File: config.mk
export PLATFORM = sky130hd
export DESIGN_NAME = sync101_tx
export DESIGN_NICKNAME = d
export VERILOG_FILES = /design/src/rtl/sync101_pkg.sv /design/src/rtl/sync101_tx_bit_counter.sv /design/src/rtl/sync101_tx.sv
export SDC_FILE = /design/constraint.sdc
export NUM_CORES = 1
export LEC_CHECK = 0
export BUFFER_PORTS_ARGS = -buffer_cell sky130_fd_sc_hd__buf_2
export CAP_MARGIN = 10
export CORE_MARGIN = 2
export CORE_UTILIZATION = 35
export CTS_CLUSTER_DIAMETER = 120
export DETAILED_ROUTE_END_ITERATION = 10
export GPL_ROUTABILITY_DRIVEN = 0
export SYNTH_ARGS = -nofsm -noshare
export SYNTH_HDL_FRONTEND = slang
export SYNTH_HIERARCHICAL = 1
export SYNTH_SLANG_ARGS = --single-unit
File: constraint.sdc
create_clock -name clk -period 4.05 [get_ports clk]
set_input_delay 1.215 -clock clk [delete_from_list [all_inputs] [get_ports clk]]
set_output_delay 1.215 -clock clk [all_outputs]
set_load 0.02 [all_outputs]
File: src/rtl/sync101_pkg.sv
// ----------------------------------------------------------------------------
// sync101_pkg
//   Shared definitions for the "101"-sync serial transmitter:
//     state_t       - transmitter FSM state (2-bit encoding)
//     SYNC_PATTERN  - the three sync bits, sent bit 2 first
//     sync_bit()    - returns one bit of SYNC_PATTERN by index
//     cnt_width()   - width of the per-state cycle counter
// ----------------------------------------------------------------------------
package sync101_pkg;

    typedef enum logic [1:0] {
        ST_IDLE = 2'b00,
        ST_SYNC = 2'b01,
        ST_DATA = 2'b10,
        ST_GAP  = 2'b11
    } state_t;

    localparam logic [2:0] SYNC_PATTERN = 3'b101;

    // Index 2 is the first sync bit on the line, index 0 the last.
    function automatic logic sync_bit(input int idx);
        case (idx)
            0:       return SYNC_PATTERN[0];
            1:       return SYNC_PATTERN[1];
            2:       return SYNC_PATTERN[2];
            default: return 1'b0;
        endcase
    endfunction

    // Counter must hold the longest per-state length without wrapping:
    // ceil(log2(max(3, data_w, gap) + 1)).
    function automatic int cnt_width(input int data_w, input int gap);
        int m;
        m = 3;
        if (data_w > m) m = data_w;
        if (gap > m)    m = gap;
        return $clog2(m + 1);
    endfunction

endpackage

File: src/rtl/sync101_tx_bit_counter.sv
// ----------------------------------------------------------------------------
// tx_bit_counter
//   Loadable down-counter with zero flag. Used by sync101_tx to time the
//   number of cycles spent in each FSM state.
//   Ports:
//     clk       in   clock
//     rst       in   asynchronous active-high reset (clears count)
//     load      in   load load_val this cycle (has priority over dec)
//     load_val  in   W  value to load
//     dec       in   decrement by one; saturates at zero
//     cnt       out  W  current count
//     zero      out  count equals zero
// ----------------------------------------------------------------------------
module tx_bit_counter #(
    parameter int W = 2
) (
    input  logic         clk,
    input  logic         rst,
    input  logic         load,
    input  logic [W-1:0] load_val,
    input  logic         dec,
    output logic [W-1:0] cnt,
    output logic         zero
);

    // NOTE: sequential state is written with non-blocking assignments only,
    // so every flop samples the pre-edge values of its neighbours.
    always_ff @(posedge clk or posedge rst) begin
        if (rst) begin
            cnt <= '0;
        end else if (load) begin
            cnt <= load_val;
        end else if (dec && (cnt != '0)) begin
            // Saturate rather than wrap; the FSM always reloads before
            // it would need to go below zero.
            cnt <= cnt - 1'b1;
        end
    end

    assign zero = (cnt == '0);

endmodule

File: src/rtl/sync101_tx.sv
// ----------------------------------------------------------------------------
// sync101_tx
//   Frame serializer. Each accepted word is sent as:
//     "101" sync (3 cycles), payload MSB-first (DATA_W cycles),
//     GAP idle zeros, then back to IDLE.
//   Ports:
//     clk         in   clock, rising edge
//     rst         in   asynchronous active-high reset
//     tx_data     in   DATA_W  payload word, sampled on handshake only
//     tx_valid    in   source has a word
//     tx_ready    out  word can be accepted this cycle (IDLE only)
//     dout        out  serial line, registered
//     busy        out  frame in progress (SYNC, DATA or GAP)
//     frame_done  out  one-cycle pulse on the final GAP cycle
// ----------------------------------------------------------------------------
module sync101_tx
    import sync101_pkg::*;
#(
    parameter int DATA_W = 8,
    parameter int GAP    = 2
) (
    input  logic              clk,
    input  logic              rst,
    input  logic [DATA_W-1:0] tx_data,
    input  logic              tx_valid,
    output logic              tx_ready,
    output logic              dout,
    output logic              busy,
    output logic              frame_done
);

    localparam int CNT_W = cnt_width(DATA_W, GAP);

    // Counter reload values: a state lasting N cycles is entered with N-1
    // and left on the cycle where the counter reads zero.
    localparam logic [CNT_W-1:0] LOAD_SYNC = CNT_W'(2);
    localparam logic [CNT_W-1:0] LOAD_DATA = CNT_W'(DATA_W - 1);
    localparam logic [CNT_W-1:0] LOAD_GAP  = CNT_W'(GAP - 1);

    state_t            state, state_next;
    logic [DATA_W-1:0] shreg, shreg_next;
    logic              dout_next;
    logic              accept;

    logic              cnt_load;
    logic [CNT_W-1:0]  cnt_load_val;
    logic              cnt_dec;
    logic [CNT_W-1:0]  cnt;
    logic              cnt_zero;

    tx_bit_counter #(
        .W (CNT_W)
    ) u_cnt (
        .clk      (clk),
        .rst      (rst),
        .load     (cnt_load),
        .load_val (cnt_load_val),
        .dec      (cnt_dec),
        .cnt      (cnt),
        .zero     (cnt_zero)
    );

    // tx_ready is gated by rst so it reads 0 throughout reset and rises
    // as soon as reset is released.
    assign tx_ready   = (state == ST_IDLE) && !rst;
    assign accept     = tx_valid && tx_ready;
    assign busy       = (state != ST_IDLE);
    assign frame_done = (state == ST_GAP) && cnt_zero;

    // Next-state logic also computes the value dout will carry in the next
    // cycle, so the line itself comes straight from a flop.
    always_comb begin
        // NOTE: every signal assigned here gets a default first; a path that
        // skipped an assignment would otherwise infer a latch.
        state_next   = state;
        shreg_next   = shreg;
        dout_next    = 1'b0;
        cnt_load     = 1'b0;
        cnt_load_val = '0;

        case (state)
            ST_IDLE: begin
                if (accept) begin
                    state_next   = ST_SYNC;
                    shreg_next   = tx_data;
                    cnt_load     = 1'b1;
                    cnt_load_val = LOAD_SYNC;
                    dout_next    = sync_bit(2);
                end
            end

            ST_SYNC: begin
                if (cnt_zero) begin
                    state_next   = ST_DATA;
                    cnt_load     = 1'b1;
                    cnt_load_val = LOAD_DATA;
                    dout_next    = shreg[DATA_W-1];
                    shreg_next   = shreg << 1;
                end else begin
                    dout_next    = sync_bit(int'(cnt) - 1);
                end
            end

            ST_DATA: begin
                if (cnt_zero) begin
                    state_next   = ST_GAP;
                    cnt_load     = 1'b1;
                    cnt_load_val = LOAD_GAP;
                end else begin
                    // Payload MSB always sits at the top; shifting left
                    // presents the next bit. No stuffing is applied.
                    dout_next    = shreg[DATA_W-1];
                    shreg_next   = shreg << 1;
                end
            end

            ST_GAP: begin
                if (cnt_zero) begin
                    state_next   = ST_IDLE;
                end
            end

            default: begin
                state_next = ST_IDLE;
            end
        endcase
    end

    // The counter runs down in every non-IDLE cycle except the one where
    // it is being reloaded for the next state.
    assign cnt_dec = (state != ST_IDLE) && !cnt_load;

    always_ff @(posedge clk or posedge rst) begin
        if (rst) begin
            state <= ST_IDLE;
            shreg <= '0;
            dout  <= 1'b0;
        end else begin
            state <= state_next;
            shreg <= shreg_next;
            dout  <= dout_next;
        end
    end

endmodule

**After elaboration in Yosys (flattened, before gate mapping)**

Index checks and enable logic that the tools add are counted.

- Flip-flop bits (word level): 15
- Bits of input ports: 11
- Output and inout port bits: 4
- Word-level logic and storage cells: 55

- Add/subtract/negate cells: 2
- Eq/ne operators: 9
- Muxes and demuxes: 22
- Reduce and logical (&&, ||, !) cells: 18

Operators by type and width:

| kind | number |
|---|---|
| $eq 32x2->1 const B | 1 |
| $logic_not 32->1 | 1 |
| $mux 8 | 3 |
| $pmux 8 s3 | 1 |
| $mux 2 | 5 |
| $ne 2x2->1 const B | 5 |
| $pmux 3 s3 | 1 |
| $mux 4 | 2 |
| $pmux 2 s4 | 1 |
| $reduce_and 4->1 | 2 |
| $mux 1 | 6 |
| $logic_and 1x1->1 | 5 |
| $sub 4x1->5 const B | 1 |
| $eq 2x2->1 const B | 2 |
| $logic_not 4->1 | 1 |
| $reduce_bool 2->1 | 2 |
| $reduce_bool 4->1 | 1 |
| $reduce_or 2->1 | 2 |
| $sub 4x1->4 const B | 1 |
| $mux 3 | 1 |
| $pmux 1 s3 | 1 |
| $reduce_bool 3->1 | 1 |
| $eq 2x1->1 const B | 1 |
| $logic_not 1->1 | 2 |
| other kinds (2) | 2 |

**Longest topological paths before layout**

- Depth after elaboration: 10
- Mapped depth: 9
- Depth with buffers taken out: 9

**Modules after synthesis**

Netlist, hierarchy kept.

Modules (own cells, without submodules):

| module | instances | cells an instance | area each (um^2) | sequential area each (um^2) |
|---|---|---|---|---|
| sync101_tx | 1 | 67 | 737.0 | 275.3 |
| tx_bit_counter | 1 | 28 | 261.5 | 100.1 |

**Least setup slack after synthesis**

OpenSTA, ideal clock, no wires.

- Path kind: input to output
- Start: input port rst
- End: output port tx_ready
- Arrival time: 1.495 ns
- Required time: 2.835 ns
- Slack: 1.340 ns
- Cell stages on the path: 1
- Buffers on the path: 0
- Cell sequence: nor2_1

- Cells in the longest elaborated chain, start to end: 2

RTL lines:

| what | line | RTL |
|---|---|---|
| start, declared | sync101_tx.sv:23 | `input logic rst,` |
| $logic_not 1->1 (no source line) | - |  |
| $logic_and 1x1->1 | sync101_tx.sv:65 | `assign tx_ready = (state == ST_IDLE) && !rst;` |
| end, declared | sync101_tx.sv:26 | `output logic tx_ready,` |

Every way passes these cells.

**Final worst setup path**

- Start: register u_cnt.cnt[0]
- End: output port frame_done

- Cells in the longest elaborated chain, start to end: 2

RTL lines:

| what | line | RTL |
|---|---|---|
| start, declared | sync101_tx_bit_counter.sv:22 | `output logic [W-1:0] cnt,` |
| start signal, assigned | sync101_tx_bit_counter.sv:32 | `cnt <= load_val;` |
| start signal, assigned | sync101_tx_bit_counter.sv:36 | `cnt <= cnt - 1'b1;` |
| $logic_not 4->1 | sync101_tx_bit_counter.sv:40 | `assign zero = (cnt == '0);` |
| via cnt_zero | sync101_tx.sv:49 | `logic cnt_zero;` |
| $logic_and 1x1->1 | sync101_tx.sv:68 | `assign frame_done = (state == ST_GAP) && cnt_zero;` |
| end, declared | sync101_tx.sv:29 | `output logic frame_done` |

The timed path passes the listed nets, and every way through them passes these cells.

==> results.json <==
{
  "yosysSeqAreaShare_pct": 37.6,
  "grt_overflow_total": 0,
  "track_usage_pct": 12.2,
  "cts_tree": "done",
  "clk_latency_ns": 0.27,
  "whs_ns": 0.509,
  "hold_viol": 0,
  "route.vias.total": 731,
  "synth_ff_type": "dfrtp_1",
  "p_total_uw": 1010,
  "die_h_um": 57.4,
  "cp-start-kind": "flop",
  "synth.area.top_cells": "dfrtp_1 (38%), mux2_2 (16%), ha_1 (8.8%)",
  "period_share_pct": 76.9,
  "tightest_slew_ns": 0.671,
  "critPathArrivalTime_ns": 1.90,
  "synth_edf_count": 0,
  "utilization_pct": 41.2,
  "rr_worst_depth": 9,
  "irDropWorstVdd_mv": 0.468,
  "setup_viol": 0,
  "worstSetupEndpointType": "output port",
  "io_pins": 15,
  "grt_pass1_vias": 748,
  "cts_buffers": 3,
  "clockBufferDepth": 2,
  "power.density_nw_per_um2": 898,
  "grt_first_pass_wirelength_um": 3110,
  "r2r_setup_slack_ns": 1.53,
  "rsz0062_at_grt": "false",
  "regToRegEndpoint": "u_cnt/cnt[3]",
  "cts_resized": 0,
  "port_buffers": 14,
  "reg2reg_from": "u_cnt/cnt[0]",
  "fin_tns_setup_ns": 0,
  "n_fill_cell": 258,
  "hold-path-cell-count": 1,
  "synth.distinct_cells": 34,
  "wl_per_cell_um": 12.5,
  "yosys.area.top_type": "dfrtp_1",
  "dp_hpwl_um": 1410,
  "synth_top_area_share_pct": 37.6,
  "ys_async_sr_fraction_pct": 100,
  "seqCellArea_um2": 375,
  "die_area_um2": 3300,
  "fmax_mhz": 321,
  "drive_gt1_share_pct": 34.2,
  "multiInputGateArea_um2": 574,
  "core_area_um2": 2730,
  "initial_core_util_pct": 36.5,
  "layout_common_cells": "dfrtp_1 (15), mux2_2 (14), buf_2 (14)",
  "wl_um": 1780,
  "maxCapViolCount": 0,
  "dp.cells": 138,
  "netlist_instances": 95,
  "status": "completed",
  "ant_nets": 0,
  "p_leak_uw": 0.000543,
  "min_period_ns": 3.11,
  "worstPathMaxFanout": 7,
  "clk_pin_slew_worst_paths_ns": 0.08,
  "nets": 130,
  "chipWidth_um": 57.4,
  "slew_viol_final": 0,
  "worst_clock_skew_ns": 0.000520,
  "drt-initial-drc-count": 12,
  "final_cells": 142,
  "n_antenna_cell": 0,
  "grt_max_degree": 12,
  "vias_per_cell": 5.15,
  "syn_area_um2": 998,
  "post_cts_buffers": 0,
  "min-delay-path-class": "reg -> reg",
  "first_pass_iters": 4,
  "ys.warnings.count": 6,
  "final_common_cell": "dfrtp_1",
  "cts_sinks": 15,
  "ys_ff_latch": 15,
  "ctsHoldBuffers": 0,
  "area_delta_synth_final_pct": 12.8,
  "hold_start": "shreg[6]",
  "drc": 0,
  "critPathKind": "reg -> out",
  "critical_path_required_ns": 2.83,
  "ctsRootBufferMaster": "clkbuf_4",
  "synth_fp_nets": 113,
  "rows": 19,
  "htree_levels": 1,
  "slew_headroom_pct": 55.3,
  "min_to": "shreg[6]",
  "antenna_found_initial": 0,
  "syn_avg_cell_area_um2": 10.5
}
## synthesized netlist by cell type, types with 2 or more instances
library cell  instances
ha_1                  7
nor2b_1               2
nand2b_1              2
o21ai_1               2
or2_2                 2
a21oi_1               6
nand2_1               7
clkbuf_1              2
inv_1                11
dfrtp_1              15
mux2i_1               3
mux2_2               14
## cell families after synthesis
| kind of cell | after synthesis | synth area share (%) |
|---|---|---|
| AOI/OAI and AO/OA | 18 | 13.7 |
| adders and majority gates | 7 | 8.77 |
| buffers and inverters | 13 | 4.89 |
| DFF | 15 | 37.6 |
| muxes | 17 | 18.8 |
| other | 1 | 0.376 |
| and+or+nand+nor | 24 | 15.9 |
## worst max-delay path, stage by stage (launching register included)
cell and delay [ns]:
dfrtp_1 0.40, inv_1 0.10, ha_1 0.19, or3b_4 0.42
inv_1 0.20, and2_1 0.16, buf_2 0.15
## report_power, final
part | total [µW] | internal [µW] | switching [µW]
sequential | 280 | 230 | 50.4
combinational | 649 | 338 | 311
clock | 81.0 | 38.2 | 42.8
total | 1010 | 607 | 404
## layer usage
| layer | vias to the layer above | share of wire [%] | GRT usage [%] |
|---|---|---|---|
| li1 | 367 | - | - |
| met1 | 346 | 46 | 14.4 |
| met2 | 16 | 50 | 20.9 |
| met3 | 2 | 4.2 | 4.08 |
| met4 | 0 | 0.67 | 3.32 |
| met5 | - | 0 | 0 |
## final cells by class
cell class	count	share of cell area, %
Clock buffer	4	2.33
Sequential cell	15	33.3
Multi-Input combinational cell	67	51.0
Inverter	11	3.67
Timing Repair Buffer	14	6.22
Tap cell	31	3.44
## worst max path at each step
stage	depth (start not counted)	from	slack [ns]	endpoint
finish	6	u_cnt/cnt[0]	0.94	frame_done
global route	6	u_cnt/cnt[0]	0.78	frame_done
CTS	6	u_cnt/cnt[0]	0.91	frame_done
detailed placement	6	u_cnt/cnt[0]	1.23	frame_done
global placement	3	rst	1.26	tx_ready
floorplan	1	rst	1.34	tx_ready
## stage by stage
step	instance area, µm²	worst slack, ns
2_1_floorplan	998	1.34
4_1_cts	1130	0.914
6_report	1130	0.935
3_3_place_gp	1100	1.26
5_1_grt	1130	0.776
3_5_place_dp	1100	1.23
## state kept, by name (all words and copies together) (netlist names)
register,cells
u_cnt/cnt,4
state,2
dout,1
shreg,8
Power figures use the tool's default switching activity.
